--- src/rtl/obi_bank_arbiter_if.sv ---
// ---------------------------------------------------------------------------
// obi_bank_arbiter_if
//   Bundles the OBI master-side and bank-side signals of the bank arbiter.
//
//   Master side (one entry per master):
//     master_req / master_we / master_addr / master_wdata / master_be  (request)
//     master_gnt / master_rvalid / master_rdata                        (response)
//   Bank side (one entry per bank):
//     bank_req / bank_we / bank_addr / bank_wdata / bank_be            (request)
//     bank_gnt / bank_rvalid / bank_rdata                              (response)
//
//   Modports:
//     slave  - the arbiter: consumes master requests and bank responses,
//              produces master responses and bank requests.
//     master - the environment around the arbiter (masters + banks).
// ---------------------------------------------------------------------------
interface obi_bank_arbiter_if #(
  parameter int NUM_MASTERS = 2,
  parameter int NUM_BANKS   = 2
);

  // Master requests
  logic [NUM_MASTERS-1:0]       master_req;
  logic [NUM_MASTERS-1:0]       master_we;
  logic [NUM_MASTERS-1:0][31:0] master_addr;
  logic [NUM_MASTERS-1:0][31:0] master_wdata;
  logic [NUM_MASTERS-1:0][3:0]  master_be;
  // Master responses
  logic [NUM_MASTERS-1:0]       master_gnt;
  logic [NUM_MASTERS-1:0]       master_rvalid;
  logic [NUM_MASTERS-1:0][31:0] master_rdata;

  // Bank requests
  logic [NUM_BANKS-1:0]         bank_req;
  logic [NUM_BANKS-1:0]         bank_we;
  logic [NUM_BANKS-1:0][31:0]   bank_addr;
  logic [NUM_BANKS-1:0][31:0]   bank_wdata;
  logic [NUM_BANKS-1:0][3:0]    bank_be;
  // Bank responses
  logic [NUM_BANKS-1:0]         bank_gnt;
  logic [NUM_BANKS-1:0]         bank_rvalid;
  logic [NUM_BANKS-1:0][31:0]   bank_rdata;

  modport slave (
    input  master_req, master_we, master_addr, master_wdata, master_be,
    output master_gnt, master_rvalid, master_rdata,
    output bank_req, bank_we, bank_addr, bank_wdata, bank_be,
    input  bank_gnt, bank_rvalid, bank_rdata
  );

  modport master (
    output master_req, master_we, master_addr, master_wdata, master_be,
    input  master_gnt, master_rvalid, master_rdata,
    input  bank_req, bank_we, bank_addr, bank_wdata, bank_be,
    output bank_gnt, bank_rvalid, bank_rdata
  );

endinterface

--- src/rtl/obi_bank_arbiter.sv ---
// ---------------------------------------------------------------------------
// obi_bank_arbiter
//   Shares NUM_BANKS single-port SRAM banks between NUM_MASTERS OBI masters.
//   Every master request is decoded to a bank from
//   addr[BANK_LSB +: log2(NUM_BANKS)]; each bank runs its own round-robin
//   arbiter. Grants are combinational (same cycle as the request); the read
//   response of a bank, one cycle after its grant, is steered back to the
//   master that owned that grant.
//
//   Ports:
//     clk_i          clock
//     rst_i          synchronous, active-high reset
//     bus            obi_bank_arbiter_if.slave (master requests/responses,
//                    bank requests/responses)
//     cnt_clear_i    clears all conflict counters      (optional feature)
//     conflict_cnt_o NUM_BANKS x CNT_W conflict counts (optional feature)
//
//   Optional feature macro: OBI_ARB_CONFLICT_CNT_EN
//     When defined, each bank gets a saturating CNT_W-bit counter of cycles
//     in which two or more masters targeted it. Without it the counter ports
//     and logic are absent.
// ---------------------------------------------------------------------------
module obi_bank_arbiter #(
  parameter int NUM_MASTERS = 2,
  parameter int NUM_BANKS   = 2,
  parameter int BANK_LSB    = 15,
  parameter int CNT_W       = 16
) (
  input  logic                       clk_i,
  input  logic                       rst_i,
  obi_bank_arbiter_if.slave          bus
`ifdef OBI_ARB_CONFLICT_CNT_EN
  ,
  input  logic                       cnt_clear_i,
  output logic [NUM_BANKS*CNT_W-1:0] conflict_cnt_o
`endif
);

  localparam int BANK_W = (NUM_BANKS > 1)   ? $clog2(NUM_BANKS)   : 1;
  localparam int MIDX_W = (NUM_MASTERS > 1) ? $clog2(NUM_MASTERS) : 1;

  // Elaboration-time sanity check on the configuration.
  if ((NUM_MASTERS < 1) || (NUM_BANKS < 1) ||
      ((NUM_BANKS & (NUM_BANKS - 1)) != 0) || (CNT_W < 1)) begin : g_param_err
    $error("obi_bank_arbiter: illegal parameter combination");
  end

  // ---------------------------------------------------------------------
  // Bank decode per master
  // ---------------------------------------------------------------------
  logic [BANK_W-1:0] bank_sel [NUM_MASTERS];

  for (genvar gi = 0; gi < NUM_MASTERS; gi++) begin : g_decode
    if (NUM_BANKS > 1) begin : g_multi
      assign bank_sel[gi] = bus.master_addr[gi][BANK_LSB +: BANK_W];
    end else begin : g_single
      assign bank_sel[gi] = '0;
    end
  end

  // ---------------------------------------------------------------------
  // Per-bank state
  // ---------------------------------------------------------------------
  logic [MIDX_W-1:0]      rr_q      [NUM_BANKS];  // highest-priority master
  logic [MIDX_W-1:0]      owner_q   [NUM_BANKS];  // winner of previous cycle
  logic                   own_vld_q [NUM_BANKS];  // previous cycle was a grant

  // Arbitration results
  logic [NUM_MASTERS-1:0] cand      [NUM_BANKS];
  logic [MIDX_W-1:0]      win       [NUM_BANKS];
  logic                   has_win   [NUM_BANKS];
  logic                   fire      [NUM_BANKS];  // request accepted by bank

  // Round-robin: scan upward from rr_q, wrapping, take the first candidate.
  always_comb begin
    int idx;
    idx = 0;
    for (int b = 0; b < NUM_BANKS; b++) begin
      cand[b]    = '0;
      win[b]     = '0;
      has_win[b] = 1'b0;
      for (int m = 0; m < NUM_MASTERS; m++) begin
        cand[b][m] = bus.master_req[m] && (bank_sel[m] == BANK_W'(b));
      end
      for (int k = 0; k < NUM_MASTERS; k++) begin
        idx = int'(rr_q[b]) + k;
        if (idx >= NUM_MASTERS) begin
          idx = idx - NUM_MASTERS;
        end
        if (!has_win[b] && cand[b][MIDX_W'(idx)]) begin
          has_win[b] = 1'b1;
          win[b]     = MIDX_W'(idx);
        end
      end
      // Reset forces every grant low regardless of what the bank drives.
      fire[b] = has_win[b] && bus.bank_gnt[b] && !rst_i;
    end
  end

  // Bank requests and master responses.
  always_comb begin
    bus.bank_req      = '0;
    bus.bank_we       = '0;
    bus.bank_addr     = '0;
    bus.bank_wdata    = '0;
    bus.bank_be       = '0;
    bus.master_gnt    = '0;
    bus.master_rvalid = '0;
    bus.master_rdata  = '0;
    for (int b = 0; b < NUM_BANKS; b++) begin
      if (has_win[b] && !rst_i) begin
        bus.bank_req[b]   = 1'b1;
        bus.bank_we[b]    = bus.master_we[win[b]];
        bus.bank_addr[b]  = bus.master_addr[win[b]];
        bus.bank_wdata[b] = bus.master_wdata[win[b]];
        bus.bank_be[b]    = bus.master_be[win[b]];
      end
      if (fire[b]) begin
        bus.master_gnt[win[b]] = 1'b1;
      end
      // A master holds at most one grant per cycle, so at most one bank
      // can route a response to it; no collision handling is needed.
      if (bus.bank_rvalid[b] && own_vld_q[b] && !rst_i) begin
        bus.master_rvalid[owner_q[b]] = 1'b1;
        bus.master_rdata[owner_q[b]]  = bus.bank_rdata[b];
      end
    end
  end

  always_ff @(posedge clk_i) begin
    for (int b = 0; b < NUM_BANKS; b++) begin
      if (rst_i) begin
        rr_q[b]      <= '0;
        owner_q[b]   <= '0;
        own_vld_q[b] <= 1'b0;
      end else begin
        owner_q[b]   <= win[b];
        own_vld_q[b] <= fire[b];
        if (fire[b]) begin
          rr_q[b] <= (win[b] == MIDX_W'(NUM_MASTERS - 1)) ? '0 : win[b] + 1'b1;
        end
      end
    end
  end

`ifdef OBI_ARB_CONFLICT_CNT_EN
  // ---------------------------------------------------------------------
  // Per-bank saturating conflict counters; clear wins over increment.
  // ---------------------------------------------------------------------
  for (genvar gi = 0; gi < NUM_BANKS; gi++) begin : g_cnt
    logic [CNT_W-1:0] cnt_q;
    logic             conflict;

    assign conflict = ($countones(cand[gi]) >= 2);

    always_ff @(posedge clk_i) begin
      if (rst_i || cnt_clear_i) begin
        cnt_q <= '0;
      end else if (conflict && !(&cnt_q)) begin
        cnt_q <= cnt_q + 1'b1;
      end
    end

    assign conflict_cnt_o[gi*CNT_W +: CNT_W] = cnt_q;
  end
`endif

endmodule
--- src/flat_wrapper.sv ---
// flat-port wrapper written by rule: the top's interface ports become plain ports
module obi_bank_arbiter_flat 
#(
  parameter int NUM_MASTERS = 2,
  parameter int NUM_BANKS   = 2,
  parameter int BANK_LSB    = 15,
  parameter int CNT_W       = 16
)
  (clk_i, rst_i, bus_master_req, bus_master_we, bus_master_addr, bus_master_wdata, bus_master_be, bus_master_gnt, bus_master_rvalid, bus_master_rdata, bus_bank_req, bus_bank_we, bus_bank_addr, bus_bank_wdata, bus_bank_be, bus_bank_gnt, bus_bank_rvalid, bus_bank_rdata);
  obi_bank_arbiter_if #(.NUM_MASTERS(NUM_MASTERS), .NUM_BANKS(NUM_BANKS)) bus_i ();
  input  logic clk_i;
  input  logic rst_i;
  input wire logic [$bits(bus_i.master_req)-1:0] bus_master_req;
  input wire logic [$bits(bus_i.master_we)-1:0] bus_master_we;
  input wire logic [$bits(bus_i.master_addr)-1:0] bus_master_addr;
  input wire logic [$bits(bus_i.master_wdata)-1:0] bus_master_wdata;
  input wire logic [$bits(bus_i.master_be)-1:0] bus_master_be;
  output wire logic [$bits(bus_i.master_gnt)-1:0] bus_master_gnt;
  output wire logic [$bits(bus_i.master_rvalid)-1:0] bus_master_rvalid;
  output wire logic [$bits(bus_i.master_rdata)-1:0] bus_master_rdata;
  output wire logic [$bits(bus_i.bank_req)-1:0] bus_bank_req;
  output wire logic [$bits(bus_i.bank_we)-1:0] bus_bank_we;
  output wire logic [$bits(bus_i.bank_addr)-1:0] bus_bank_addr;
  output wire logic [$bits(bus_i.bank_wdata)-1:0] bus_bank_wdata;
  output wire logic [$bits(bus_i.bank_be)-1:0] bus_bank_be;
  input wire logic [$bits(bus_i.bank_gnt)-1:0] bus_bank_gnt;
  input wire logic [$bits(bus_i.bank_rvalid)-1:0] bus_bank_rvalid;
  input wire logic [$bits(bus_i.bank_rdata)-1:0] bus_bank_rdata;
  assign bus_i.master_req = bus_master_req;
  assign bus_i.master_we = bus_master_we;
  assign bus_i.master_addr = bus_master_addr;
  assign bus_i.master_wdata = bus_master_wdata;
  assign bus_i.master_be = bus_master_be;
  assign bus_master_gnt = bus_i.master_gnt;
  assign bus_master_rvalid = bus_i.master_rvalid;
  assign bus_master_rdata = bus_i.master_rdata;
  assign bus_bank_req = bus_i.bank_req;
  assign bus_bank_we = bus_i.bank_we;
  assign bus_bank_addr = bus_i.bank_addr;
  assign bus_bank_wdata = bus_i.bank_wdata;
  assign bus_bank_be = bus_i.bank_be;
  assign bus_i.bank_gnt = bus_bank_gnt;
  assign bus_i.bank_rvalid = bus_bank_rvalid;
  assign bus_i.bank_rdata = bus_bank_rdata;
  obi_bank_arbiter #(.NUM_MASTERS(NUM_MASTERS), .NUM_BANKS(NUM_BANKS), .BANK_LSB(BANK_LSB), .CNT_W(CNT_W)) u_core (.clk_i(clk_i), .rst_i(rst_i), .bus(bus_i));
endmodule
--- config.mk ---
export PLATFORM = sky130hd
export DESIGN_NAME = obi_bank_arbiter_flat
export DESIGN_NICKNAME = d
export VERILOG_FILES = /design/src/rtl/obi_bank_arbiter_if.sv /design/src/rtl/obi_bank_arbiter.sv /design/src/flat_wrapper.sv
export SDC_FILE = /design/constraint.sdc
export NUM_CORES = 1
export LEC_CHECK = 0
export ABC_AREA = 1
export CAP_MARGIN = 25
export CORE_AREA = 2 2 162 164
export DETAILED_ROUTE_END_ITERATION = 16
export DIE_AREA = 0 0 164 166
export GPL_ROUTABILITY_DRIVEN = 0
export GPL_TIMING_DRIVEN = 0
export PLACE_DENSITY = 0.44
export SLEW_MARGIN = 25
export SYNTH_ARGS = -nofsm -noshare
export SYNTH_HDL_FRONTEND = slang
export SYNTH_SLANG_ARGS = --single-unit
--- constraint.sdc ---
create_clock -name clk_i -period 2.9 [get_ports clk_i]
set_clock_uncertainty 0.1 [all_clocks]
set_input_delay 0.435 -clock clk_i [delete_from_list [all_inputs] [get_ports clk_i]]
set_output_delay 0.435 -clock clk_i [all_outputs]
set_load 0.05 [all_outputs]
* Yosys cells after proc, flatten, opt, wreduce, memory -nomap -nowiden
Memory sizes are Yosys's and may differ from the RTL's. Cells that the tools add are included. Widths: inputs -> output; s select.
Cells by class: $add $sub $neg 8, order comparisons 16, mux-type cells 82, bitwise logic cells 10, reduce and logical (&&, ||, !) cells 21
Operator list (count):
- $mux 32 | 14
- $mux 64 | 2
- $and 64x64->64 | 1
- $bwmux 64 | 1
- $demux 32 s1 | 2
- $mux 1 | 49
- $mux 4 | 6
- $logic_and 1x1->1 | 18
- $lt 1x3->1 const B | 4
- $lt 1x2->1 const B | 4
- $mux 2 | 4
- $or 1x1->1 | 6
- $add 1x1->2 const B | 2
- $demux 1 s1 | 4
- $ge 1x1->1 const B | 4
- $ge 1x2->1 const B | 2
- $ge 2x2->1 const B | 2
- $or 2x2->2 | 2
- $sub 1x1->1 const B | 4
- $logic_not 1->1 | 3
- $add 1x1->1 const B | 2
- $not 1->1 | 1
Storage, ports and cells: register bits after elaboration 0, RAM bits 6, bits of input ports 210, output and inout bits 208, logic and storage cells 140, memories 3
Memories:
- u_core.own_vld_q | depth 2, bits a word 1, read ports 2, clocked after memory_dff 0, wr ports 2, line obi_bank_arbiter.sv:66 | logic own_vld_q [NUM_BANKS];
- u_core.owner_q | depth 2, bits a word 1, read ports 2, clocked after memory_dff 0, wr ports 2, line obi_bank_arbiter.sv:65 | logic [MIDX_W-1:0] owner_q [NUM_BANKS];
- u_core.rr_q | depth 2, bits a word 1, read ports 2, clocked after memory_dff 0, wr ports 2, line obi_bank_arbiter.sv:64 | logic [MIDX_W-1:0] rr_q [NUM_BANKS];

* Longest topological paths before layout
Gate-level depths: netlist (run 1). An unclocked memory read counts as a cell.
depth after elaboration 17, gate-level depth with buffers 7, gate-level depth less buffers 6

* Least setup slack after synthesis (run 1)
No wires, ideal clock.
kind in2out, from input port rst_i, to output port bus_bank_addr[30], data arrival time 2251 ps, required time 2365 ps, setup slack 114 ps, stages on the path 4, path buffers 1, path through buf_4 > nor2_1 > inv_1 > a21oi_1
On the way: word-level cells in the longest chain between the ends 3
Ends and longest elaborated chain:
- from (decl) | line flat_wrapper.sv:12 | input logic rst_i;
- $logic_not 1->1 | line obi_bank_arbiter.sv:111 | if (has_win[b] && !rst_i) begin
- $logic_and 1x1->1 | line obi_bank_arbiter.sv:111
- $mux 32 | line obi_bank_arbiter.sv:111
- to (decl) | line flat_wrapper.sv:23 | output wire logic [$bits(bus_i.bank_addr)-1:0] bus_bank_addr;
No other way between the ends.

* Worst setup path in the final report (run 1)
from input port bus_master_addr[15], to output port bus_bank_addr[46]
On the way: word-level cells in the longest chain between the ends 10, elaborated cells between the ends (all ways) 15, those cells by class mux (11); reduce/logical (4)
Ends and longest elaborated chain:
- from (decl) | line flat_wrapper.sv:15 | input wire logic [$bits(bus_i.master_addr)-1:0] bus_master_addr;
- $logic_and 1x1->1 (*) | line obi_bank_arbiter.sv:83 | cand[b][m] = bus.master_req[m] && (bank_sel[m] == BANK_W'(b));
- $mux 1 (implied by the code) (2 in series) | line obi_bank_arbiter.sv:90 | if (!has_win[b] && cand[b][MIDX_W'(idx)]) begin
- $mux 1 | line obi_bank_arbiter.sv:90
- $logic_not 1->1 | line obi_bank_arbiter.sv:90
- $logic_and 1x1->1 | line obi_bank_arbiter.sv:90
- $mux 1 | line obi_bank_arbiter.sv:90
- $mux 32 (implied by the code) (2 in series) | line obi_bank_arbiter.sv:114 | bus.bank_addr[b] = bus.master_addr[win[b]];
- $mux 32 (*) | line obi_bank_arbiter.sv:111
Mark *: on every way between the ends. The rest lies on a longest branch, timed or not. The select of a mux whose other input is x is not followed.

==> impl_metrics.tcl, run 1 <==
set metrics [dict create \
    status "finished clean" \
    min_path_type "in -> reg" \
    via_per_inst 4.30 \
    cts_sinks 6 \
    rsz0062_at_grt "yes" \
    whs_endpoint "u_core.owner_q[1]" \
    slew_viol_final 0 \
    yosysWarnings 0 \
    drtPass1Iterations 4 \
    hold_path_depth 2 \
    startpoint_type "input port" \
    dp_hpwl_mm 22.5 \
    p_leak_nw 3.63 \
    crit_chain "clkdlybuf4s50_1 -> nand2_2 -> nor2_4 -> buf_2 -> o21ai_0 -> nor2_1 -> clkdlybuf4s15_2" \
    grt_pass1_vias 6509 \
    die_h_um 166 \
    ff2ff_setup_slack_ps 1270 \
    final_common_cell "nor2_1" \
    nFillCells 2925 \
    grt_overflow_total 0 \
    drv_cap 0 \
    core_area_um2 25600 \
    ff2ff_path_depth 4 \
    crit_buf_inv 3 \
    rr_endpoint "u_core.owner_q[0]" \
    synth.avg_cell_area_um2 4.72 \
    worstSetupEndpointType "output port" \
    ys_types 23 \
    finalPower_mw 1.28 \
    cts-htree-levels 1 \
    grt_max_degree 11 \
    setup-violations-final 0 \
    routed_wl_mm 27.4 \
    synthCells 719 \
    syn_area_um2 3390 \
    synthTopCellsByArea "nor2_1, nand2_1, o211ai_1, nand3_1, o21ai_0" \
    synth_top_cell_by_area "nor2_1" \
    synth_top_area_share_pct 30.7 \
    drive_above_1_share_pct 21.8 \
    synth_fp_nets 929 \
    portBuffers 415 \
    max_slew_margin_pct 58.5 \
    post_drt_wl_per_cell_um 18.6 \
    path_class "in -> out" \
    required_ps 2370 \
    design_area_um2 7630 \
    finalCritPeriodShare_pct 98.2 \
    grt_first_pass_wirelength_mm 40.2 \
    max_stage_delay_ps 630 \
    r2r-start "u_core.rr_q[0]" \
    drc 0 \
    max_freq_mhz 351 \
    synth-seq-area-share_pct 4.13 \
    slowest_stage "clkdlybuf4s50_1" \
    clk_latency_ps 230 \
    cts_tree "done" \
    drtAntennaViolNets 0 \
    final_cell_mix "nor2_1, clkdlybuf4s50_1, nand2_1, clkbuf_2, clkdlybuf4s15_2" \
    power.density_nw_per_um2 168 \
    std_cell_rows 59 \
    num_vias 6346 \
    drt_iter0_markers 303 \
    grt_antenna_before_repair 2 \
    postPlaceCellArea_um2 7960 \
    tightest_slew_ps 622 \
    cp.arrival_ps 2310 \
    nets 1349 \
    final_util_pct 29.8 \
    crit_fanout 10 \
    clkTransAtPathRegs_ps 40 \
    area_growth_syn_to_layout_pct 125 \
    cts_hold_buffers 0 \
    vdd_ir_drop_max_mv 0.143 \
    initial_core_util_pct 13.2 \
    crit_family "buffers and inverters" \
    post_cts_buffers 0 \
    die_w_um 164 \
    cts_buffer_depth 2 \
    finalHoldViolations 0 \
    synth-seq-cells 6 \
    track_usage_pct 19.0 \
    io_pins 418 \
    cts_root_buf "clkbuf_16" \
    min_period_ps 2850 \
    hold_start "rst_i" \
    cts_buffers 3 \
    dieArea_um2 27200 \
]
logic make-up after synthesis:
group / count (synthesis) / synth area share [%]
simple gates: 488 / 58.6
compound gates: 142 / 26.0
flops: 6 / 4.13
buf+inv: 83 / 11.3
state kept, by name (all words and copies together), names as in the netlist:
| name | count |
|---|---|
| u_core.own_vld_q | 2 |
| u_core.rr_q | 2 |
| u_core.owner_q | 2 |
through the flow:
stage                     TNS (ps)  setup slack, ps  cells  hold slack, ps
after detailed placement    -72780             -715   1469             656
after global routing         -73.4            -16.2   1474             418
final                            0             51.0   1475             407
after floorplan                  0              114    719             464
after CTS                     -521            -80.6   1473             416
after global placement      -74380             -707   1469             656
where the power goes:
group	switching (mW)	internal, mW	leakage [nW]
Sequential	0.00166	0.0904	0.0535
Clock	0.0492	0.183	0.0382
Combinational	0.572	0.385	3.54
Total	0.623	0.658	3.63
synth_stat cells:
master and number:
nand3_4 1, a21oi_1 1, nor2_1 277, o211ai_1 67, inv_1 10, inv_2 2, buf_4 3, inv_4 1
nor3_1 1, o21ai_1 9, o21ai_0 64, nand4_1 1, nand2_2 2, dfxtp_1 4, clkbuf_1 30, edfxtp_1 2
buf_6 2, a211oi_1 1, nand4_4 1, nand3_1 67, buf_2 35, nor2_4 4, nand2_1 134
metal layers:
metal	wire [um]	vias to the layer above	global-route usage (%)
li1	-	3218	-
met4	431	0	3.85
met5	0	-	0
met1	10900	2816	22.3
met2	13300	294	33.7
met3	2750	18	5.92
worst max-delay path by stage:
stage	startpoint	endpoint	slack, ps	cells past startpoint
after global placement	bus_master_addr[15]	bus_bank_addr[62]	-710	6
after CTS	bus_master_addr[15]	bus_bank_be[6]	-80	6
after global routing	bus_master_req[0]	bus_bank_be[1]	-20	7
final	bus_master_addr[15]	bus_bank_addr[46]	50	7
after detailed placement	bus_master_addr[15]	bus_bank_wdata[36]	-710	6
after floorplan	rst_i	bus_bank_addr[30]	110	4
what timing repair did:
item                       in CTS  in global routing
resized for setup             448                226
setup endpoints to repair     204                150
cloned                          0                  0
area by class of cell:
type / count / area, um2 / share of cell area (%)
inverters: 13 / 51.3 / 0.672
clock buffers: 4 / 78.8 / 1.03
flip-flops and latches: 6 / 140 / 1.84
repair buffers: 415 / 3710 / 48.7
plain buffers: 70 / 352 / 4.61
well taps: 335 / 419 / 5.49
diodes: 2 / 5.00 / 0.0656
multi-input cells: 630 / 2870 / 37.6
Note: power is estimated with default switching activity, not from simulation.
==> run 2: changes to the inputs <==
--- a/config.mk
+++ b/config.mk
@@ -7,12 +7,15 @@
 export LEC_CHECK = 0
 export ABC_AREA = 1
 export CAP_MARGIN = 25
-export CORE_AREA = 2 2 162 164
+export CELL_PAD_IN_SITES_DETAIL_PLACEMENT = 0
+export CELL_PAD_IN_SITES_GLOBAL_PLACEMENT = 1
+export CORE_AREA = 2 2 163 165
 export DETAILED_ROUTE_END_ITERATION = 16
-export DIE_AREA = 0 0 164 166
+export DIE_AREA = 0 0 165 167
 export GPL_ROUTABILITY_DRIVEN = 0
 export GPL_TIMING_DRIVEN = 0
-export PLACE_DENSITY = 0.44
+export MAX_ROUTING_LAYER = met4
+export PLACE_DENSITY = 0.73
 export SLEW_MARGIN = 25
 export SYNTH_ARGS = -nofsm -noshare
 export SYNTH_HDL_FRONTEND = slang
==> run 2 against run 1 <==
Against the previous run: clock-buffer cell count is 1 lower; critical path depth is 1 lower; clock power is 5% lower; global-route usage hardly changed; critical path type unchanged; first-iteration DRC count is 14% higher; maximum frequency is 2.0% higher; total power is 1.2% higher; wire length is 0.95% lower; die area is 1.2% higher; combinational power is 2.7% higher.
==> impl_metrics.tcl, run 2 (synthesis gave the netlist of run 1 again) <==
set metrics [dict create \
    crit_family "buffers and inverters" \
    die_w_um 165 \
    routed_wl_mm 27.1 \
    drtAntennaViolNets 0 \
    ff2ff_path_depth 4 \
    vdd_ir_drop_max_mv 0.164 \
    max_slew_margin_pct 52.7 \
    dp_hpwl_mm 22.0 \
    hold_ws_ps 388 \
    swShare_pct 48.5 \
    rr_endpoint "u_core.owner_q[1]" \
    hold_path_depth 2 \
    track_usage_pct 19.0 \
    power.internal_mw 0.668 \
    std_cell_rows 59 \
    area_growth_syn_to_layout_pct 134 \
    seqPwrFrac_pct 7.1 \
    ff2ff_setup_slack_ps 1360 \
    dp.cells 1469 \
    max_freq_mhz 358 \
    cts_buffer_depth 2 \
    setup-violations-final 0 \
    tightest_slew_ps 709 \
    dieArea_um2 27600 \
    die_h_um 167 \
    grt_antenna_before_repair 1 \
    finalHoldViolations 0 \
    finalWorstSetupSlack_ps 108 \
    drive_above_1_share_pct 16.5 \
    status "finished clean" \
    slowest_stage "clkdlybuf4s50_1" \
    hold_start "rst_i" \
    required_ps 2370 \
    min_path_type "in -> reg" \
    cts_buffers 3 \
    finalPower_mw 1.30 \
    num_vias 6601 \
    power_frac_comb_pct 75.9 \
    min_period_ps 2790 \
    max_stage_delay_ps 810 \
    post_drt_wl_per_cell_um 18.4 \
    via_per_inst 4.47 \
    cts_tree "done" \
    final_cell_mix "nor2_1, clkdlybuf4s50_1, nand2_1, dlygate4sd2_1, clkdlybuf4s15_2" \
    timing.setup.tns_ps 0 \
    cts-htree-levels 1 \
    cts_root_buf "clkbuf_16" \
    p_clk_share_pct 17.0 \
    crit_fanout 7 \
    drv_cap 0 \
    place_ws_ps -959 \
    nFillCells 2969 \
    drt_iter0_markers 346 \
    portBuffers 415 \
    r2r-start "u_core.rr_q[1]" \
    fin_cells 1476 \
    io_pins 418 \
    initial_core_util_pct 13.2 \
    core_area_um2 25800 \
    finalCritPeriodShare_pct 96.3 \
    grt_pass1_vias 6501 \
    worstSetupEndpointType "output port" \
    rsz0062_at_grt "yes" \
    startpoint_type "input port" \
    power.density_nw_per_um2 163 \
    drtPass1Iterations 6 \
    top_regs "u_core.own_vld_q (2), u_core.owner_q (2), u_core.rr_q (2)" \
    grt_max_degree 11 \
    crit_chain "clkdlybuf4s50_1 -> nand4_4 -> inv_1 -> nand2_1 -> nand2_1 -> clkdlybuf4s50_1" \
    grt_overflow_total 0 \
    whs_endpoint "u_core.owner_q[0]" \
    cp.arrival_ps 2260 \
    clk_latency_ps 230 \
    final_common_cell "nor2_1" \
    nets 1352 \
    slew_viol_final 0 \
    path_class "in -> out" \
    p_switching_mw 0.628 \
    cts_sinks 6 \
    crit_buf_inv 3 \
    drc 0 \
    grt_first_pass_wirelength_mm 39.2 \
    p_leak_nw 3.85 \
    clkTransAtPathRegs_ps 30 \
]
[run 2: timing repair]
action | 4_1_cts | 5_1_grt
hold buffers | 0 | 0
pin swaps | 2 | 0
endpoints found under the setup margin | 204 | 180
gates resized for setup | 475 | 61
setup buffers | 3 | 0
[run 2: final cells by class]
cell class / instances / area, um2 / share of cell area (%)
multi-input combinational: 630 / 2870 / 36.2
inverter: 13 / 51.3 / 0.646
timing repair buffer: 418 / 4020 / 50.6
sequential: 6 / 140 / 1.76
antenna: 1 / 2.50 / 0.0315
clock buffer: 3 / 75.1 / 0.945
buffer: 70 / 359 / 4.52
tap: 335 / 419 / 5.28
[run 2: per-layer routing]
| metal | wire, um | share of wire [%] | vias up | track usage [%] |
|---|---|---|---|---|
| met2 | 13200 | 49 | 335 | 33.3 |
| li1 | - | - | 3232 | - |
| met3 | 2050 | 7.5 | 36 | 3.09 |
| met1 | 11400 | 42 | 2998 | 23.2 |
| met5 | 0 | 0 | - | - |
| met4 | 445 | 1.6 | 0 | 2.65 |
[run 2: how the worst max path moves through the flow]
stage / startpoint / to / slack, ps / cells after the start
after floorplan: rst_i / bus_bank_addr[30] / 110 / 4
after global placement: bus_master_addr[15] / bus_bank_be[5] / -960 / 6
after detailed placement: bus_master_addr[15] / bus_bank_be[5] / -960 / 6
after CTS: bus_master_addr[15] / bus_master_gnt[1] / 0.05 / 5
after global routing: bus_bank_rvalid[1] / bus_master_rdata[20] / -0.8 / 8
final: bus_bank_rvalid[1] / bus_master_rdata[32] / 110 / 6
[run 2: metrics by stage]
step	cell area (um2)	util [%]
after floorplan	3390	-
after global placement	7960	30.9
after detailed placement	7960	30.9
after CTS	8030	31.2
after global routing	7940	30.8
final	7940	30.8
[run 2: power groups by stage]
stage	clock network, mW	logic (mW)	registers, mW
after floorplan	0	0.445	0.0929
after global placement	0	1.02	0.0932
after detailed placement	0	1.01	0.0932
after CTS	0.223	0.991	0.0921
after global routing	0.229	1.04	0.0925
final	0.221	0.983	0.0920
